$ cat config.mk
export PLATFORM = sky130hd
export DESIGN_NAME = divmod_arbiter_flat
export DESIGN_NICKNAME = d
export VERILOG_FILES = /design/src/rtl/divmod_arbiter_if.sv /design/src/rtl/divmod_arbiter.sv /design/src/flat_wrapper.sv
export SDC_FILE = /design/constraint.sdc
export NUM_CORES = 1
export LEC_CHECK = 0
export CELL_PAD_IN_SITES_DETAIL_PLACEMENT = 1
export CELL_PAD_IN_SITES_GLOBAL_PLACEMENT = 1
export CORE_AREA = 2 2 119 121
export DETAILED_ROUTE_END_ITERATION = 8
export DIE_AREA = 0 0 121 123
export GPL_ROUTABILITY_DRIVEN = 0
export PLACE_DENSITY_LB_ADDON = 0.1
export SYNTH_ARGS = -nofsm -noshare
export SYNTH_HDL_FRONTEND = slang
export SYNTH_SLANG_ARGS = --single-unit
$ cat constraint.sdc
create_clock -name clk -period 2.9 [get_ports clk]
set_input_delay 0.58 -clock clk [delete_from_list [all_inputs] [get_ports clk]]
set_output_delay 0.58 -clock clk [all_outputs]
set_load 0.02 [all_outputs]
$ cat src/rtl/divmod_arbiter_if.sv
// Bundle between the requester lanes, the round-robin arbiter and a shared divmod unit.
// The arbiter takes the master view; the environment (lanes plus divider) takes the slave view.
interface divmod_arbiter_if #(
    parameter int WIDTH_LOG = 4,
    parameter int NREQ      = 4
);
    localparam int WIDTH = 1 << WIDTH_LOG;

    logic [NREQ-1:0]       req;
    logic [NREQ*WIDTH-1:0] req_a;
    logic [NREQ*WIDTH-1:0] req_b;
    logic [NREQ-1:0]       gnt;
    logic [NREQ-1:0]       done;
    logic [WIDTH-1:0]      res_rem;
    logic [WIDTH-1:0]      res_quot;
    logic                  res_error;
    logic                  div_go;
    logic [WIDTH-1:0]      div_a;
    logic [WIDTH-1:0]      div_b;
    logic                  div_ready;
    logic                  div_error;
    logic [WIDTH-1:0]      div_rem;
    logic [WIDTH-1:0]      div_quot;

    modport master (
        input  req, req_a, req_b, div_ready, div_error, div_rem, div_quot,
        output gnt, done, res_rem, res_quot, res_error, div_go, div_a, div_b
    );

    modport slave (
        output req, req_a, req_b, div_ready, div_error, div_rem, div_quot,
        input  gnt, done, res_rem, res_quot, res_error, div_go, div_a, div_b
    );
endinterface

$ cat src/rtl/divmod_arbiter.sv
// Round-robin arbiter time-sharing one divmod unit between NREQ lanes.
// Each grant runs IDLE -> ISSUE -> WAIT -> DONE and returns the result with a one-cycle done pulse.
module divmod_arbiter #(
    parameter int WIDTH_LOG = 4,
    parameter int NREQ      = 4,
    parameter int NREQ_LOG  = 2
) (
    input  logic             clk,
    input  logic             rst,
    divmod_arbiter_if.master bus
);
    localparam int WIDTH = 1 << WIDTH_LOG;
    localparam int PW    = NREQ_LOG + 1;

    typedef enum logic [1:0] {S_IDLE, S_ISSUE, S_WAIT, S_DONE} state_t;

    state_t              state;
    logic [NREQ_LOG-1:0] ptr;
    logic [NREQ_LOG-1:0] gnt_idx;
    logic [NREQ-1:0]     gnt_q;
    logic [NREQ-1:0]     done_q;
    logic                go_q;
    logic [WIDTH-1:0]    rem_q;
    logic [WIDTH-1:0]    quot_q;
    logic                error_q;

    logic [2*NREQ-1:0]   req_dbl;
    logic [NREQ-1:0]     req_rot;
    logic [PW-1:0]       win_off;
    logic [PW-1:0]       win_sum;
    logic [NREQ_LOG-1:0] win_idx;
    logic [NREQ_LOG-1:0] ptr_next;
    logic                win_valid;
    logic [WIDTH-1:0]    a_mux;
    logic [WIDTH-1:0]    b_mux;

    // Rotate the requests so bit 0 is the lane at ptr; the lowest set bit then wins.
    assign req_dbl = {bus.req, bus.req};
    assign req_rot = req_dbl[{1'b0, ptr} +: NREQ];

    // NOTE: every signal written in always_comb gets a default first, so no latch is inferred.
    always_comb begin
        win_valid = 1'b0;
        win_off   = '0;
        for (int k = NREQ - 1; k >= 0; k--) begin
            if (req_rot[k]) begin
                win_valid = 1'b1;
                win_off   = PW'(k);
            end
        end
    end

    assign win_sum  = {1'b0, ptr} + win_off;
    assign win_idx  = (win_sum >= PW'(NREQ)) ? NREQ_LOG'(win_sum - PW'(NREQ))
                                             : NREQ_LOG'(win_sum);
    assign ptr_next = (gnt_idx == NREQ_LOG'(NREQ - 1)) ? '0 : gnt_idx + NREQ_LOG'(1);

    // gnt is one-hot, so a priority-free select is enough; both buses read 0 while idle.
    always_comb begin
        a_mux = '0;
        b_mux = '0;
        for (int i = 0; i < NREQ; i++) begin
            if (gnt_q[i]) begin
                a_mux = bus.req_a[i*WIDTH +: WIDTH];
                b_mux = bus.req_b[i*WIDTH +: WIDTH];
            end
        end
    end

    // NOTE: sequential state uses non-blocking assignments so every flop samples pre-edge values.
    always_ff @(posedge clk or negedge rst) begin
        if (!rst) begin
            state   <= S_IDLE;
            ptr     <= '0;
            gnt_idx <= '0;
            gnt_q   <= '0;
            done_q  <= '0;
            go_q    <= 1'b0;
            rem_q   <= '0;
            quot_q  <= '0;
            error_q <= 1'b0;
        end else begin
            done_q <= '0;
            go_q   <= 1'b0;
            case (state)
                S_IDLE: begin
                    if (win_valid && bus.div_ready) begin
                        gnt_q   <= NREQ'(1) << win_idx;
                        gnt_idx <= win_idx;
                        go_q    <= 1'b1;
                        state   <= S_ISSUE;
                    end
                end
                S_ISSUE: state <= S_WAIT;
                S_WAIT: begin
                    // The divider's outputs already reflect the go, so ready here means finished.
                    if (bus.div_ready) begin
                        rem_q   <= bus.div_rem;
                        quot_q  <= bus.div_quot;
                        error_q <= bus.div_error;
                        done_q  <= gnt_q;
                        state   <= S_DONE;
                    end
                end
                S_DONE: begin
                    ptr   <= ptr_next;
                    gnt_q <= '0;
                    state <= S_IDLE;
                end
                default: state <= S_IDLE;
            endcase
        end
    end

    assign bus.gnt       = gnt_q;
    assign bus.done      = done_q;
    assign bus.div_go    = go_q;
    assign bus.div_a     = a_mux;
    assign bus.div_b     = b_mux;
    assign bus.res_rem   = rem_q;
    assign bus.res_quot  = quot_q;
    assign bus.res_error = error_q;
endmodule

$ cat src/flat_wrapper.sv
// flat-port wrapper written by rule: the top's interface ports become plain ports
module divmod_arbiter_flat 
#(
    parameter int WIDTH_LOG = 4,
    parameter int NREQ      = 4,
    parameter int NREQ_LOG  = 2
)
  (clk, rst, bus_req, bus_req_a, bus_req_b, bus_div_ready, bus_div_error, bus_div_rem, bus_div_quot, bus_gnt, bus_done, bus_res_rem, bus_res_quot, bus_res_error, bus_div_go, bus_div_a, bus_div_b);
  divmod_arbiter_if #(.WIDTH_LOG(WIDTH_LOG), .NREQ(NREQ)) bus_i ();
  input  logic clk;
  input  logic rst;
  input wire logic [$bits(bus_i.req)-1:0] bus_req;
  input wire logic [$bits(bus_i.req_a)-1:0] bus_req_a;
  input wire logic [$bits(bus_i.req_b)-1:0] bus_req_b;
  input wire logic [$bits(bus_i.div_ready)-1:0] bus_div_ready;
  input wire logic [$bits(bus_i.div_error)-1:0] bus_div_error;
  input wire logic [$bits(bus_i.div_rem)-1:0] bus_div_rem;
  input wire logic [$bits(bus_i.div_quot)-1:0] bus_div_quot;
  output wire logic [$bits(bus_i.gnt)-1:0] bus_gnt;
  output wire logic [$bits(bus_i.done)-1:0] bus_done;
  output wire logic [$bits(bus_i.res_rem)-1:0] bus_res_rem;
  output wire logic [$bits(bus_i.res_quot)-1:0] bus_res_quot;
  output wire logic [$bits(bus_i.res_error)-1:0] bus_res_error;
  output wire logic [$bits(bus_i.div_go)-1:0] bus_div_go;
  output wire logic [$bits(bus_i.div_a)-1:0] bus_div_a;
  output wire logic [$bits(bus_i.div_b)-1:0] bus_div_b;
  assign bus_i.req = bus_req;
  assign bus_i.req_a = bus_req_a;
  assign bus_i.req_b = bus_req_b;
  assign bus_i.div_ready = bus_div_ready;
  assign bus_i.div_error = bus_div_error;
  assign bus_i.div_rem = bus_div_rem;
  assign bus_i.div_quot = bus_div_quot;
  assign bus_gnt = bus_i.gnt;
  assign bus_done = bus_i.done;
  assign bus_res_rem = bus_i.res_rem;
  assign bus_res_quot = bus_i.res_quot;
  assign bus_res_error = bus_i.res_error;
  assign bus_div_go = bus_i.div_go;
  assign bus_div_a = bus_i.div_a;
  assign bus_div_b = bus_i.div_b;
  divmod_arbiter #(.WIDTH_LOG(WIDTH_LOG), .NREQ(NREQ), .NREQ_LOG(NREQ_LOG)) u_core (.clk(clk), .rst(rst), .bus(bus_i));
endmodule
==> metrics.cfg <==
[logic_synthesis]
synth_area_leaders=dfrtp_1 (41%), mux2_2 (14%), a22oi_1 (8.1%)
netlist.top_cell.by_area=dfrtp_1
synth-main-ff-cell=dfrtp_1
syn_area_per_cell_um2=8.87
synth_cells=333
synth.distinct_cells=31
synth_top_area_frac=0.407
synth-seq-cells=48
yosys.cell_count.top_type=dfrtp_1
postSynth.asyncResetShare=1.00
yosysSeqAreaShare=0.407
synth-edff-count=0
synth_nets=507
synth_warnings=0
yosys-top-cells-count=dfrtp_1 (48), nand2_1 (42), mux2_2 (38), nor2_1 (38), o21ai_0 (36)
synth_area_um2=2950

[routing]
initialDrtViolationCount=110
routed_wl_um=12500
dr.pass1.iters=4
drt-vias-per-instance=4.62
ant_nets=0
drc=0
via_count=3427
avgRoutedWirePerCell_um=16.9

[floorplan]
die_w_um=121
pin_count=242
fp.dieArea_um2=14900
rows=43
fp.dieH_um=123
start_util=0.217
core_area_um2=13600

[timing]
finalClockSkew_ns=0.00264
timing_max_transition_violations_final=0
final.setup.worst_slack_ns=0.159
setup_tns_ns=0
relSlewSlack=0.557
final-hold-violation-count=0
min_period_ns=2.74
fin_crit_sh=0.945
worstMarginPinSlew_ns=0.664
setup_viol=0
max_freq_mhz=365

[hold_path]
min_path_type=input pin to asynchronous set/reset pin

[critical_path]
crit_chain=nor2b_2 -> buf_12 -> a22oi_1 -> nor2_1 -> a21oi_1 -> o21ai_0 -> clkdlybuf4s50_1
critPathCaptureType=output pin
critPathKind=flop to output pin
start_kind=flop
startpoint=u_core.bus.gnt[0]
cp_data_required_time_ns=2.32
slowest_stage=clkdlybuf4s50_1
reg2reg_from=u_core.ptr[0]
max_stage_delay_ns=0.64
crit_arrival_ns=2.16
crit_family=buffers and inverters
worst-path-max-fanout=32
cp_num_buf_inv=2

[finish]
diodes=0
design_area_um2=5740
fin_nets=735
drive_gt1_frac=0.109
utilization=0.422
syn_to_final_growth_pct=94.4

[clock_network]
clk_path_buf_depth=2
cts-htree-levels=2
clk_pin_slew_ns=0.06
cts_root_buf=clkbuf_16
clock_sinks=48
post_cts_buffers=0
cts_tree=built
clk_latency_ns=0.28
cts_buffers=5

[status]
status=finished, final reports clean

[global_route]
grt_antenna_before_repair=0
grt_pass1_vias=3576
overflow=0
grt_pass1_wl_um=19000
grt_max_degree=51
grtUsageTotal=0.161

[placement]
dp_worst_setup_slack_ns=0.0859
io_buffer_count=241
placed_cell_area_um2=5560
place_hpwl_um=9740

[power_and_ir_drop]
p_per_area_nw_per_um2=852
leakage_nw=2.43
vdd_drop_max_uv=400

[job]
maxCapViolCount=0

## metrics by stage
step	total power [mW]	instances	hold WS, ns
finish	4.89	742	0.334
global route	5.25	742	0.381
CTS	4.99	742	0.356
detailed placement	4.40	734	0.493
global placement	4.32	734	0.486
floorplan	2.86	333	0.284
## power breakdown
group | internal (mW) | switching (mW)
registers | 0.976 | 0.212
logic | 1.58 | 1.55
clock network | 0.344 | 0.223
total | 2.90 | 1.99
## layout make-up
type | count | area [um^2]
Sequential cell | 48 | 1200
Inverter | 6 | 22.5
Fill cell | 1555 | 7870
Clock buffer | 8 | 146
Multi-Input combinational cell | 251 | 1600
Tap cell | 180 | 225
Timing Repair Buffer | 249 | 2540
## state kept, by name, summed over array words and instances (netlist names)
name and flops:
u_core.bus.done 4, u_core.bus.res_quot 16, u_core.bus.res_error 1, u_core.state 2, u_core.bus.res_rem 16, u_core.gnt_idx 2, u_core.ptr 2, u_core.bus.gnt 4
u_core.bus.div_go 1
## final timing paths
kind	endpoint	slack [ns]	cells past startpoint
worst max register to register	u_core.gnt_idx[1]	0.65	8
min in group clk	u_core.bus.res_rem[4]	0.50	1
worst min register to register	u_core.bus.res_rem[4]	0.50	1
worst max-delay path	bus_div_a[8]	0.16	7
max in group asynchronous	u_core.bus.res_quot[14]	1.85	2
worst min-delay path	u_core.bus.res_rem[2]	0.33	1
## repair_timing
item                                    in CTS  in global routing
resized for setup                            0                 13
hold buffers                                 0                  0
endpoints found under the setup margin       0                 18
## cell families after synthesis
logic type                 after synthesis  synth area share
adders and majority gates                6            0.0254
AOI/OAI and AO/OA                      111             0.232
muxes                                   40             0.152
and+or+nand+nor                         92             0.127
DFF                                     48             0.407
xor gates and xnor gates                 2           0.00593
buffers and inverters                   34            0.0508
## metal layers
metal / share of wire / GRT usage / vias to the layer above
li1: - / - / 1643
met1: 0.40 / 0.188 / 1621
met2: 0.50 / 0.296 / 145
met3: 0.077 / 0.0374 / 18
met4: 0.022 / 0.0465 / 0
met5: 0 / 0 / -
## cell usage in the layout, fill, tap and decap left out, types with 2 or more instances in the layout
| master | netlist | layout |
|---|---|---|
| a22o_2 | 2 | 2 |
| clkbuf_16 | 0 | 5 |
| nand2_1 | 42 | 42 |
| a22oi_1 | 32 | 32 |
| o21ai_0 | 36 | 36 |
| ha_1 | 6 | 6 |
| clkbuf_1 | 17 | 2 |
| inv_1 | 6 | 6 |
| clkdlybuf4s50_1 | 0 | 228 |
| xnor2_1 | 2 | 2 |
| nor3_1 | 3 | 3 |
| buf_4 | 0 | 4 |
| nor2_1 | 38 | 38 |
| dfrtp_1 | 48 | 46 |
| mux2_2 | 38 | 38 |
| buf_12 | 0 | 3 |
| and3_1 | 4 | 4 |
| mux2i_1 | 2 | 2 |
| a21oi_1 | 32 | 32 |
| o221ai_1 | 2 | 2 |
| o41ai_1 | 2 | 2 |
| dfrtp_2 | 0 | 2 |
| dlymetal6s2s_1 | 0 | 12 |
No activity file was read; power rests on OpenSTA's default activity.
